File: src/rtl/byte_serial_subtractor.sv
// byte_serial_subtractor: computes a - b - bin one byte per clock through an 8-bit Kogge-Stone stage.
// Defining BYTE_SERIAL_SUBTRACTOR_ADD_MODE_EN adds an `op` port; op=1 selects a + b + bin.
module byte_serial_subtractor #(
    parameter int WIDTH = 32
) (
    input  logic             clk,
    input  logic             rst_n,
    input  logic             in_valid,
    output logic             in_ready,
    input  logic [WIDTH-1:0] a,
    input  logic [WIDTH-1:0] b,
    input  logic             bin,
`ifdef BYTE_SERIAL_SUBTRACTOR_ADD_MODE_EN
    input  logic             op,
`endif
    output logic             out_valid,
    input  logic             out_ready,
    output logic [WIDTH-1:0] diff,
    output logic             bout,
    output logic             zero,
    output logic             neg,
    output logic             ovf
);
    localparam int NSLICE = WIDTH / 8;
    localparam int KW = NSLICE > 1 ? $clog2(NSLICE) : 1;
    localparam int IW = $clog2(WIDTH);
    localparam int MSB = WIDTH - 1;

    typedef enum logic [1:0] {IDLE, RUN, DONE} state_t;
    state_t state, state_nx;

    logic [KW-1:0]    k;
    logic [WIDTH-1:0] a_r, b_r, diff_nx;
    logic             carry, op_in, op_r, last;
    logic [IW-1:0]    base;
    logic [7:0]       sa, sb, g, p, gn, pn, s;
    logic [8:0]       c;

`ifdef BYTE_SERIAL_SUBTRACTOR_ADD_MODE_EN
    assign op_in = op;
`else
    assign op_in = 1'b0;
`endif

    assign base = IW'({k, 3'b000});
    assign last = k == KW'(NSLICE - 1);
    assign sa   = a_r[base +: 8];
    assign sb   = op_r ? b_r[base +: 8] : ~b_r[base +: 8];

    // Prefix levels of span 1, 2, 4; the incoming carry joins only at the final gray row.
    always_comb begin
        g = sa & sb;
        p = sa ^ sb;
        gn = g;
        pn = p;
        for (int d = 1; d < 8; d = d * 2) begin
            gn = g;
            pn = p;
            for (int i = d; i < 8; i++) begin
                gn[i] = g[i] | (p[i] & g[i - d]);
                pn[i] = p[i] & p[i - d];
            end
            g = gn;
            p = pn;
        end
        c = {g | (p & {8{carry}}), carry};
        s = (sa ^ sb) ^ c[7:0];
    end

    always_comb begin
        diff_nx = diff;
        diff_nx[base +: 8] = s;
    end

    always_ff @(posedge clk or negedge rst_n)
        if (!rst_n) state <= IDLE;
        else state <= state_nx;

    always_comb begin
        state_nx = state;
        case (state)
            IDLE:    if (in_valid) state_nx = RUN;
            RUN:     if (last) state_nx = DONE;
            DONE:    if (out_ready) state_nx = IDLE;
            default: state_nx = IDLE;
        endcase
    end

    always_comb begin
        in_ready  = state == IDLE;
        out_valid = state == DONE;
    end

    always_ff @(posedge clk or negedge rst_n) begin
        if (!rst_n) begin
            a_r   <= '0;
            b_r   <= '0;
            op_r  <= 1'b0;
            carry <= 1'b0;
            k     <= '0;
            diff  <= '0;
            bout  <= 1'b0;
            zero  <= 1'b0;
            neg   <= 1'b0;
            ovf   <= 1'b0;
        end else if (state == IDLE && in_valid) begin
            a_r   <= a;
            b_r   <= b;
            op_r  <= op_in;
            carry <= bin ^ ~op_in;
            k     <= '0;
        end else if (state == RUN) begin
            diff  <= diff_nx;
            carry <= c[8];
            k     <= k + 1'b1;
            if (last) begin
                bout <= c[8] ^ ~op_r;
                zero <= diff_nx == '0;
                neg  <= s[7];
                ovf  <= (a_r[MSB] ^ b_r[MSB] ^ op_r) & (s[7] ^ a_r[MSB]);
            end
        end
    end
endmodule

File: config.mk
export PLATFORM = sky130hd
export DESIGN_NAME = byte_serial_subtractor
export DESIGN_NICKNAME = d
export VERILOG_FILES = /design/src/rtl/byte_serial_subtractor.sv
export SDC_FILE = /design/constraint.sdc
export NUM_CORES = 1
export LEC_CHECK = 0
export BUFFER_PORTS_ARGS = -buffer_cell sky130_fd_sc_hd__clkbuf_2
export CORE_UTILIZATION = 49
export DETAILED_ROUTE_END_ITERATION = 16
export PLACE_DENSITY = 0.76
export REMOVE_ABC_BUFFERS = 1
export SETUP_SLACK_MARGIN = 0.2
export SLEW_MARGIN = 20
export SYNTH_ARGS = -nofsm -noshare
export SYNTH_HDL_FRONTEND = slang
export SYNTH_SLANG_ARGS = --single-unit
File: constraint.sdc
create_clock -name clk -period 3.46 [get_ports clk]
set_clock_uncertainty 0.1 [all_clocks]
set_input_delay 0.346 -clock clk [delete_from_list [all_inputs] [get_ports clk]]
set_output_delay 0.346 -clock clk [all_outputs]
set_load 0.03 [all_outputs]
==> results by group <==
Setup path
  – CP startpoint kind: register
  – Worst EP required: 3.63 ns
  – Crit path max-delay family: multiplexers
  – CP endpoint kind: register
  – FF-to-FF path depth: 8
  – Largest stage delay, worst path: 0.52 ns
  – CP Depth: 8
  – Max FO, Critical Path: 26
  – Critical path class: register to register
  – Cell chain of the critical path: buf_12 > mux4_2 > ha_1 > a2111o_1 > a31oi_4 > or4_4 > nand3_2 > mux2_2
  – CP bufs+invs: 1
  – Slowest-stage cell, CP: mux4_2
  – CP arrival: 3.29 ns

Outcome
  – Run status: completed

Yosys
  – Syn avg cell area: 9.78 um^2
  – EDFF count, synth: 0
  – Post-synthesis sequential area ratio: 51.5%
  – Cells after synthesis: 521
  – Ys flop type: dfrtp_1
  – Post-Synth Adder-Cell Area: 4.07%
  – Complex-gate fraction of the synthesized area: 10.6%
  – Async S/R FF share, synth: 100%
  – Synth cell types: 50
  – Mux cell area share after synthesis: 7.49%
  – Seq cells post-synth: 105
  – Top post-synthesis cells by area: dfrtp_1 (52%), nand2_1 (16%), mux4_2 (7.1%)
  – Yosys warning total: 0
  – Largest family of logic cells by synthesized area: simple AND/OR/NAND/NOR gates
  – Post-synth top area share: 51.5%
  – Area of the mapped netlist: 5100 um^2
  – Synth Area in Simple Gates: 22.6%
  – XOR/XNOR share of the synthesized area: 0.663%
  – Cell taking the most area after synthesis: dfrtp_1

Routing
  – Iter 0 DRT Violations: 202
  – Final wirelength: 11300 um
  – DR DRC count: 0
  – Vias: 4131
  – Routed Antenna Nets: 0
  – Avg WL per Cell: 14.9 um
  – Met2 WL: 5370 um
  – Metal-1 WL: 5060 um
  – Via/cell ratio: 5.43
  – Routed length on met3: 658 um
  – DRT Pass-1 Iters: 5
  – Highest Signal Layer: met4

STA
  – Worst rel slew slack: 33.5%
  – WHS: 0.0556 ns
  – Post-route setup TNS: 0 ns
  – RSZ-0062 raised after global routing: false
  – Min cycle time layout: 3.12 ns
  – Final hold violation count: 0
  – Setup violators final: 0
  – Least-Margin Pin Slew: 0.997 ns
  – Final period util: 90.2%
  – Worst setup margin: 0.339 ns
  – Upper clock frequency limit: 0.320 GHz
  – Max Slew Vio Count: 0

Worst hold path
  – Hold Path Cell Cnt: 3
  – Hold Path Class: input pin to register

Clock network
  – Clock transition at path regs: 0.09 ns
  – Insertion delay to the later sink of the worst-skew pair: 0.37 ns
  – Max H-tree Level: 3
  – Cts bufs inserted: 9
  – CTS Buffer Depth: 2
  – Clk sinks: 105
  – CTS tree: built
  – Root Buffer: clkbuf_8
  – # Post-CTS Setup Buffers: 0

Finish
  – Layout Nets: 709
  – Most frequent cells in the layout: nand2_1 (211), dfrtp_1 (105), clkbuf_2 (105)
  – Area growth, synth to finish: 17.5%
  – Final design utilization: 60.5%
  – Most common cell after layout, fill and taps aside: nand2_1
  – Antenna diodes: 0
  – Layout cells sized above 1: 24.8%

Floorplan
  – I/O pins: 107
  – Core ar.: 9910 um^2
  – Row count: 36
  – Die footprint: 10800 um^2
  – Die Span Y: 104 um
  – Die width: 104 um
  – Initial core utilization: 51.4%

Global route
  – First-pass GRT wire length: 19700 um
  – Remaining Overflow, GRT: 0
  – GRT Util Overall: 22.6%
  – Initial antenna violation count: 0
  – Largest net degree at the start of global routing: 65
  – Vias in the first global route: 4165

Flow run
  – MaxCap Viol Count: 0

Placement
  – Worst slack, placed: 0.370 ns
  – DP Wirelength: 8360 um
  – Port Buf Inserts: 106
  – Final GP Congestion: 0.877
==> repair_timing <==
action,CTS,global route
hold endpoints to repair,59,0
hold buffers,1,0
setup endpoints to repair,0,1
resized for setup,0,2
==> sequential cells by signal, indices dropped and copies added, names as in the netlist, 2 cells and up <==
| signal | flops |
|---|---|
| k | 2 |
| b_r | 32 |
| state | 2 |
| diff | 32 |
| a_r | 32 |
==> final cells by class <==
class | instances | area, um^2
clock buffers | 13 | 159
multi-input cells | 378 | 2330
repair buffers | 114 | 608
clock inverters | 2 | 37.5
well taps | 133 | 166
flip-flops and latches | 105 | 2630
fillers | 852 | 3920
inverters | 16 | 60.1
==> tightest hold or removal path, cell delays in order <==
cell      delay (ns)
clkbuf_2        0.07
nand2_1         0.04
nand2_1         0.04
==> metrics by stage <==
step / std cells / area [um^2]
2_1_floorplan: 499 / 5000
3_3_place_gp: 745 / 5770
3_5_place_dp: 745 / 5770
4_1_cts: 761 / 5980
5_1_grt: 761 / 5990
6_report: 761 / 5990
==> metal layers <==
layer  vias to the layer above  track usage, %
met5                         -               0
met2                       151            37.4
met3                        17            3.13
li1                       1981               -
met1                      1982            30.4
met4                         0            8.78
==> cells in the mapped netlist, types with 4 or more instances <==
master / instances
dfrtp_1: 105
and3_1: 4
mux4_2: 16
nor2_1: 15
nand2_1: 211
o21ai_0: 21
a22o_1: 21
nand3_1: 6
ha_1: 15
nor4_1: 5
clkbuf_1: 16
nand2b_1: 4
nor3_1: 6
inv_1: 16
a21oi_1: 7
==> logic make-up after synthesis <==
logic type / count (synthesis)
AOI/OAI and AO/OA: 71
adders and majority gates: 16
DFF: 105
and+or+nand+nor: 270
xor gates and xnor gates: 3
buffers and inverters: 38
muxes: 18
==> worst paths after layout <==
kind | startpoint | end | slack, ns
min reg2reg | a_r[13] | a_r[13] | 0.38
min | b[27] | b_r[27] | 0.06
max | k[0] | neg | 0.34
max reg2reg | k[0] | neg | 0.34
min in group asynchronous | rst_n | diff[10] | 0.49
max in group asynchronous | rst_n | b_r[14] | 1.98
Power is left out: the tool's default activity adds up to more than one toggle a clock period on the data nets, which glitch-free logic cannot reach.
